==> config.mk <==
export PLATFORM = sky130hd
export DESIGN_NAME = lfsr_rand_gen_flat
export DESIGN_NICKNAME = d
export VERILOG_FILES = /design/src/rtl/lfsr_rand_gen_if.sv /design/src/rtl/lfsr_rand_gen.sv /design/src/flat_wrapper.sv
export SDC_FILE = /design/constraint.sdc
export NUM_CORES = 1
export LEC_CHECK = 0
export CAP_MARGIN = 15
export CORE_ASPECT_RATIO = 0.7
export CORE_MARGIN = 4
export CORE_UTILIZATION = 47
export DETAILED_ROUTE_END_ITERATION = 8
export PLACE_DENSITY = 0.8
export SLEW_MARGIN = 20
export SYNTH_ARGS = -nofsm -noshare
export SYNTH_HDL_FRONTEND = slang
export SYNTH_SLANG_ARGS = --single-unit
==> constraint.sdc <==
create_clock -name clk -period 1.7 [get_ports clk]
set_input_delay 0.425 -clock clk [delete_from_list [all_inputs] [get_ports clk]]
set_output_delay 0.425 -clock clk [all_outputs]
set_load 0.005 [all_outputs]
==> src/rtl/lfsr_rand_gen_if.sv <==
// Draw handshake between the random generator and its consumer.
// The consumer side raises req/rnd_ack; the generator returns rnd with status.
interface lfsr_rand_gen_if #(
   parameter int OUT_W = 5
);
   logic             req;
   logic             rnd_ack;
   logic [OUT_W-1:0] rnd;
   logic             rnd_valid;
   logic             busy;
   logic             timeout;

   modport master (output req, rnd_ack, input rnd, rnd_valid, busy, timeout);
   modport slave  (input req, rnd_ack, output rnd, rnd_valid, busy, timeout);
endinterface

==> src/rtl/lfsr_rand_gen.sv <==
// Parametrised Galois LFSR with seed load, zero-seed guard and a
// rejection-sampling draw engine returning values in [0, RANGE-1].
module lfsr_rand_gen #(
   parameter int               WIDTH     = 16,
   parameter logic [WIDTH-1:0] TAPS      = 16'h002D,
   parameter logic [WIDTH-1:0] SEED      = '1,
   parameter int               OUT_W     = 5,
   parameter int               RANGE     = 26,
   parameter int               MAX_TRIES = 16
) (
   input  logic             clk,
   input  logic             rst,
   input  logic             en,
   input  logic             load,
   input  logic [WIDTH-1:0] seed_in,
   output logic [WIDTH-1:0] q,
   output logic             lockup,
   lfsr_rand_gen_if.slave   dif
);

   localparam int             CW   = $clog2(MAX_TRIES) + 1;
   localparam logic [CW-1:0]  LAST = CW'(MAX_TRIES - 1);
   // One extra bit so RANGE = 2^OUT_W is representable
   localparam logic [OUT_W:0] RNG  = (OUT_W + 1)'(RANGE);

   typedef enum logic [1:0] {IDLE, DRAW, DONE} state_t;

   state_t           state;
   logic [CW-1:0]    tries;
   logic [OUT_W-1:0] rnd_r;
   logic             vld_r;
   logic             to_r;
   logic [OUT_W-1:0] cand;

   function automatic logic [WIDTH-1:0] step(input logic [WIDTH-1:0] v);
      return {v[WIDTH-2:0], 1'b0} ^ (v[WIDTH-1] ? TAPS : '0);
   endfunction

   assign cand          = q[OUT_W-1:0];
   assign dif.rnd       = rnd_r;
   assign dif.rnd_valid = vld_r;
   assign dif.timeout   = to_r;
   assign dif.busy      = (state != IDLE);

   always_ff @(posedge clk or negedge rst) begin
      if (!rst) begin
         q      <= SEED;
         state  <= IDLE;
         tries  <= '0;
         rnd_r  <= '0;
         vld_r  <= 1'b0;
         to_r   <= 1'b0;
         lockup <= 1'b0;
      end else begin
         to_r   <= 1'b0;
         lockup <= 1'b0;
         if (load) begin
            // Zero would freeze the LFSR forever, so fall back to SEED
            q      <= (seed_in == '0) ? SEED : seed_in;
            lockup <= (seed_in == '0);
            state  <= IDLE;
            tries  <= '0;
            vld_r  <= 1'b0;
         end else begin
            if (en || state == DRAW) q <= step(q);
            case (state)
               IDLE: if (dif.req) begin
                  state <= DRAW;
                  tries <= '0;
               end
               DRAW: begin
                  if ({1'b0, cand} < RNG) begin
                     rnd_r <= cand;
                     vld_r <= 1'b1;
                     state <= DONE;
                  end else if (tries == LAST) begin
                     rnd_r <= '0;
                     vld_r <= 1'b1;
                     to_r  <= 1'b1;
                     state <= DONE;
                  end else begin
                     tries <= tries + 1'b1;
                  end
               end
               DONE: if (dif.rnd_ack) begin
                  vld_r <= 1'b0;
                  state <= IDLE;
               end
               default: state <= IDLE;
            endcase
         end
      end
   end

endmodule

==> src/flat_wrapper.sv <==
// flat-port wrapper written by rule: the top's interface ports become plain ports
module lfsr_rand_gen_flat 
#(
   parameter int               WIDTH     = 16,
   parameter logic [WIDTH-1:0] TAPS      = 16'h002D,
   parameter logic [WIDTH-1:0] SEED      = '1,
   parameter int               OUT_W     = 5,
   parameter int               RANGE     = 26,
   parameter int               MAX_TRIES = 16
)
  (clk, rst, en, load, seed_in, q, lockup, dif_req, dif_rnd_ack, dif_rnd, dif_rnd_valid, dif_busy, dif_timeout);
  lfsr_rand_gen_if #(.OUT_W(OUT_W)) dif_i ();
  input  logic clk;
  input  logic rst;
  input  logic en;
  input  logic load;
  input  logic [WIDTH-1:0] seed_in;
  output logic [WIDTH-1:0] q;
  output logic lockup;
  input wire logic [$bits(dif_i.req)-1:0] dif_req;
  input wire logic [$bits(dif_i.rnd_ack)-1:0] dif_rnd_ack;
  output wire logic [$bits(dif_i.rnd)-1:0] dif_rnd;
  output wire logic [$bits(dif_i.rnd_valid)-1:0] dif_rnd_valid;
  output wire logic [$bits(dif_i.busy)-1:0] dif_busy;
  output wire logic [$bits(dif_i.timeout)-1:0] dif_timeout;
  assign dif_i.req = dif_req;
  assign dif_i.rnd_ack = dif_rnd_ack;
  assign dif_rnd = dif_i.rnd;
  assign dif_rnd_valid = dif_i.rnd_valid;
  assign dif_busy = dif_i.busy;
  assign dif_timeout = dif_i.timeout;
  lfsr_rand_gen #(.WIDTH(WIDTH), .TAPS(TAPS), .SEED(SEED), .OUT_W(OUT_W), .RANGE(RANGE), .MAX_TRIES(MAX_TRIES)) u_core (.clk(clk), .rst(rst), .en(en), .load(load), .seed_in(seed_in), .q(q), .lockup(lockup), .dif(dif_i));
endmodule
## After elaboration in Yosys (flattened, before gate mapping)

Index checks and enable logic that the tools add are counted.

| word-level totals | value |
|---|---|
| output and inout port bits | 25 |
| bits of input ports | 22 |
| ROM bits | 0 |
| logic and storage cells | 58 |
| bits in registers | 31 |
| bits in writable memories | 0 |
| memories kept | 0 |
| latch bits | 0 |

| operators by class | value |
|---|---|
| bitwise operators | 2 |
| multiply operators | 0 |
| reduce and logical (&&, ||, !) cells | 12 |
| multiplexer cells | 27 |
| eq/ne operators | 8 |
| $lt $le $gt $ge | 1 |
| shift operators | 0 |
| div/mod/pow operators | 0 |
| $add $sub $neg | 1 |

Operators by type and width:

| operator | count |
|---|---|
| $mux 16 | 3 |
| $mux 5 | 6 |
| $logic_not 16->1 | 1 |
| $xor 16x16->16 | 1 |
| $ne 3x3->1 const B | 4 |
| $mux 2 | 5 |
| $pmux 5 s2 | 1 |
| $mux 1 | 9 |
| $reduce_and 3->1 | 3 |
| $mux 6 | 1 |
| $pmux 2 s3 | 1 |
| $reduce_bool 2->1 | 3 |
| $reduce_bool 3->1 | 2 |
| $add 5x1->5 const B | 1 |
| $eq 5x4->1 const B | 1 |
| $lt 5x5->1 const B | 1 |
| $ne 4x4->1 const B | 1 |
| $reduce_and 4->1 | 1 |
| $eq 2x1->1 const B | 1 |
| $eq 2x2->1 const B | 1 |
| $logic_not 2->1 | 1 |
| $pmux 1 s2 | 1 |
| $logic_or 1x1->1 | 1 |
| $not 1->1 | 1 |

## Depth between registers and ports, before layout

Gate-level depths: netlist (run 1).

| depth | value |
|---|---|
| word-level depth | 5 |
| gate-level depth with buffers | 7 |
| mapped depth without buffers | 7 |

## Worst setup path before layout (run 1)

No wires, ideal clock.

| timing | value |
|---|---|
| path kind | input to register |
| start point | input port seed_in[1] |
| end point | register u_core.q[10] |
| required time | 1.623 ns |
| stages | 6 |
| buffers on the path | 2 |
| arrival time | 1.552 ns |
| setup slack | 0.071 ns |
| cells stage by stage | nor4_2 nand3b_1 or3_1 buf_6 buf_8 a31oi_1 |

| between the ends | value |
|---|---|
| longest elaborated chain between the ends | 3 |

RTL lines:

| element | RTL line | source |
|---|---|---|
| start, declared | flat_wrapper.sv:17 | `input logic [WIDTH-1:0] seed_in;` |
| $logic_not 16->1 | lfsr_rand_gen.sv:59 | `q <= (seed_in == '0) ? SEED : seed_in;` |
| $mux 16 | lfsr_rand_gen.sv:59 |  |
| $mux 16 | lfsr_rand_gen.sv:57 | `if (load) begin` |
| end signal, assigned | lfsr_rand_gen.sv:59 |  |
| end signal, assigned | lfsr_rand_gen.sv:65 | `if (en \|\| state == DRAW) q <= step(q);` |
| end, declared | lfsr_rand_gen.sv:16 | `output logic [WIDTH-1:0] q,` |

No other way between the ends.
A chain may end at the register's enable or synchronous reset.

## Worst setup path in the final report (run 1)

| timing | value |
|---|---|
| start point | input port seed_in[9] |
| end point | register u_core.q[10] |

The elaborated chain is that of the path after synthesis.

==> impl_metrics.json, run 1 <==
{
  "tritoncts": "built",
  "clk_pin_slew_ns": 0.06,
  "max_cap_violations": 0,
  "io_buffer_count": 46,
  "hold_ws_ns": 0.4885,
  "cts_hold_buf": 0,
  "yosys.area.top_type_share_pct": 26.44,
  "critical_path_class": "input pin to flip-flop",
  "fp.dieH_microns": 56.67,
  "wl_per_cell_microns": 17.73,
  "clock_skew_ns": 0.01035,
  "wl_met3_microns": 265,
  "synth_flop_cell": "dfstp_2",
  "p_leak_uw": 0.001192,
  "yosys-top-cells-count": "17 x mux2i_1, 17 x nor2_1, 16 x dfstp_2",
  "synth_fp_nets": 179,
  "antenna_found_initial": 0,
  "cp.arrival_ns": 1.87,
  "fp.dieW_microns": 77.53,
  "async_reset_ff_share_pct": 100.0,
  "ys_ff_latch": 31,
  "power_uw": 2542,
  "num_rows": 17,
  "clk_path_buf_depth": 2,
  "dp.cells": 254,
  "grt_pass1_wl_microns": 7783,
  "drive_gt1_share_pct": 34.87,
  "first_global_vias": 1529,
  "wirelength_microns": 4893,
  "powerDensity_mw_per_mm2": 999.2,
  "grt_max_degree": 32,
  "synth_area_sq_mm": 0.001590,
  "io_pins": 47,
  "cts_buffers": 5,
  "dp_hpwl_microns": 3039,
  "coreArea_sq_mm": 0.003191,
  "cts.sinks": 31,
  "n_antenna_cell": 0,
  "cp-end-kind": "flip-flop",
  "dr_wl_met2_microns": 2422,
  "synth_edf_count": 0,
  "synth.yosys.seq_area_share_pct": 50.04,
  "yosysTopAreaCell": "dfstp_2",
  "place_worst_setup_slack_ns": -0.4061,
  "syn_area_per_cell_sq_um": 10.26,
  "max_freq_mhz": 596.1,
  "globalRouteOverflowTotal": 0,
  "worst_ep_required_time_ns": 1.89,
  "worst-path-max-fanout": 7,
  "detail-route-antenna-nets": 0,
  "clk_latency_ns": 0.28,
  "die_area_sq_mm": 0.004393,
  "vias_per_cell": 5.703,
  "setup_slack_ns": 0.02237,
  "clockRootBuffer": "clkbuf_8",
  "fin_cells": 276,
  "final_nets": 261,
  "drc": 0,
  "dpl_cell_area_sq_mm": 0.002238,
  "max_slew_margin_pct": 73.93,
  "htreeDepth": 2,
  "first_iter_violations": 92,
  "synth_warnings": 0,
  "report.final.slew_viol_count": 0,
  "area_growth_pct": 59.95,
  "finalCritPeriodShare_pct": 98.68,
  "setup_viol": 0,
  "syn_inst": 155,
  "start_kind": "input pin",
  "rsz0062_at_grt": "no",
  "layout_min_cycle_time_ns": 1.678,
  "fillCellCount": 185,
  "postLayoutCellArea_sq_mm": 0.002544,
  "top_layer": "met4",
  "status": "finished, final reports clean",
  "tightestPinTransition_ns": 0.3910,
  "irDropWorstVdd_v": 0.0006521,
  "synth.distinct_cells": 35,
  "finalHoldViolations": 0,
  "via_count": 1574,
  "gp_congestion": 0.7806,
  "dr.pass1.iters": 4,
  "synth_area_leaders": "dfstp_2 26%, dfrtp_1 24%, mux2i_1 11%, a31oi_1 5.9%, nor2_1 4.0%",
  "hp-class": "input pin to flip-flop",
  "initial_utilization_pct": 49.84,
  "grt.total_usage_pct": 22.83,
  "wl_met1_microns": 2131
}
-- state kept, by name, summed over array words and instances (netlist names) --
signal	flops
u_core.lockup	1
u_core.q	16
u_core.state	2
u_core.tries	5
u_core.dif.timeout	1
u_core.dif.rnd_valid	1
u_core.dif.rnd	5
-- final timing paths --
path	from	to	slack [ns]	depth (start not counted)
max	seed_in[9]	u_core.q[10]	0.02	6
min	seed_in[13]	u_core.lockup	0.49	3
max reg2reg	u_core.q[3]	u_core.tries[1]	0.06	6
min reg2reg	u_core.tries[4]	u_core.tries[4]	0.50	2
max in group asynchronous	rst	u_core.q[12]	0.84	2
min in group asynchronous	rst	u_core.dif.rnd[4]	0.54	2
-- cells by family after synthesis --
| family | after synthesis | synth area share (%) |
|---|---|---|
| simple gates | 51 | 15.66 |
| buf+inv | 15 | 5.192 |
| xor+xnor | 4 | 2.203 |
| fa+ha+maj | 2 | 1.573 |
| mux | 17 | 10.70 |
| compound gates | 35 | 14.63 |
| flops | 31 | 50.04 |
-- worst max-delay path: stages --
cell and delay (ns):
clkdlybuf4s50_1 0.45, nor4_2 0.14, nand2_1 0.11, or3_4 0.43, buf_6 0.16, a31oi_1 0.16
-- routing by layer --
| metal | vias to the layer above | global-route usage (%) |
|---|---|---|
| li1 | 719 | - |
| met1 | 783 | 30.84 |
| met2 | 66 | 37.39 |
| met3 | 6 | 4.487 |
| met4 | 0 | 6.345 |
| met5 | - | 0 |
-- cell type report --
cell class	instances	area, sq um	share of cell area (%)
well taps	38	47.55	1.869
clock inverters	2	35.03	1.377
inverters	4	15.01	0.5903
multi-input cells	109	805.8	31.68
flip-flops and latches	31	795.8	31.28
repair buffers	86	762.0	29.96
clock buffers	6	82.58	3.246
-- per-stage QoR --
step                      util, %  TNS [ns]
final                       79.73         0
after global routing        79.73         0
after CTS                   77.80         0
after detailed placement    70.16    -7.695
after global placement      70.16    -6.712
after floorplan                 -         0
-- cell usage in the layout (no fill, tap or decap), types with 2 or more instances in the layout --
cell / n
nor3b_1: 2
nand2_1: 14
o21ai_0: 8
or3_4: 2
dfstp_2: 16
xnor2_1: 3
dfrtp_1: 15
a22o_1: 6
nor3_1: 3
clkdlybuf4s50_1: 16
dlymetal6s2s_1: 4
a21oi_1: 2
dlygate4sd2_1: 26
nor2_1: 16
a31oi_1: 9
mux2i_1: 16
and3_1: 2
clkbuf_8: 6
nor4_2: 3
a31oi_2: 5
inv_1: 3
or3_1: 2
buf_6: 3
buf_4: 36
-- timing repair --
| action | in CTS | in global routing |
|---|---|---|
| pin swaps | 15 | 6 |
| endpoints found under the setup margin | 37 | 26 |
| gates resized for setup | 38 | 15 |
| gates cloned | 1 | 0 |
| buffers inserted | 13 | 0 |
-- report_power, final --
| group | leakage (uW) | internal [uW] | switching [uW] |
|---|---|---|---|
| logic | 0.000765 | 452 | 334 |
| registers | 0.000366 | 915 | 87.1 |
| clock network | 0.0000612 | 474 | 280 |
No activity file was read; power rests on OpenSTA's default activity.
==> inputs of run 2 (changes only) <==
- CTS_CLUSTER_DIAMETER: not set -> 50
==> results of run 2 <==
No change in the layout: final DEF, timing and power equal those of run 1.
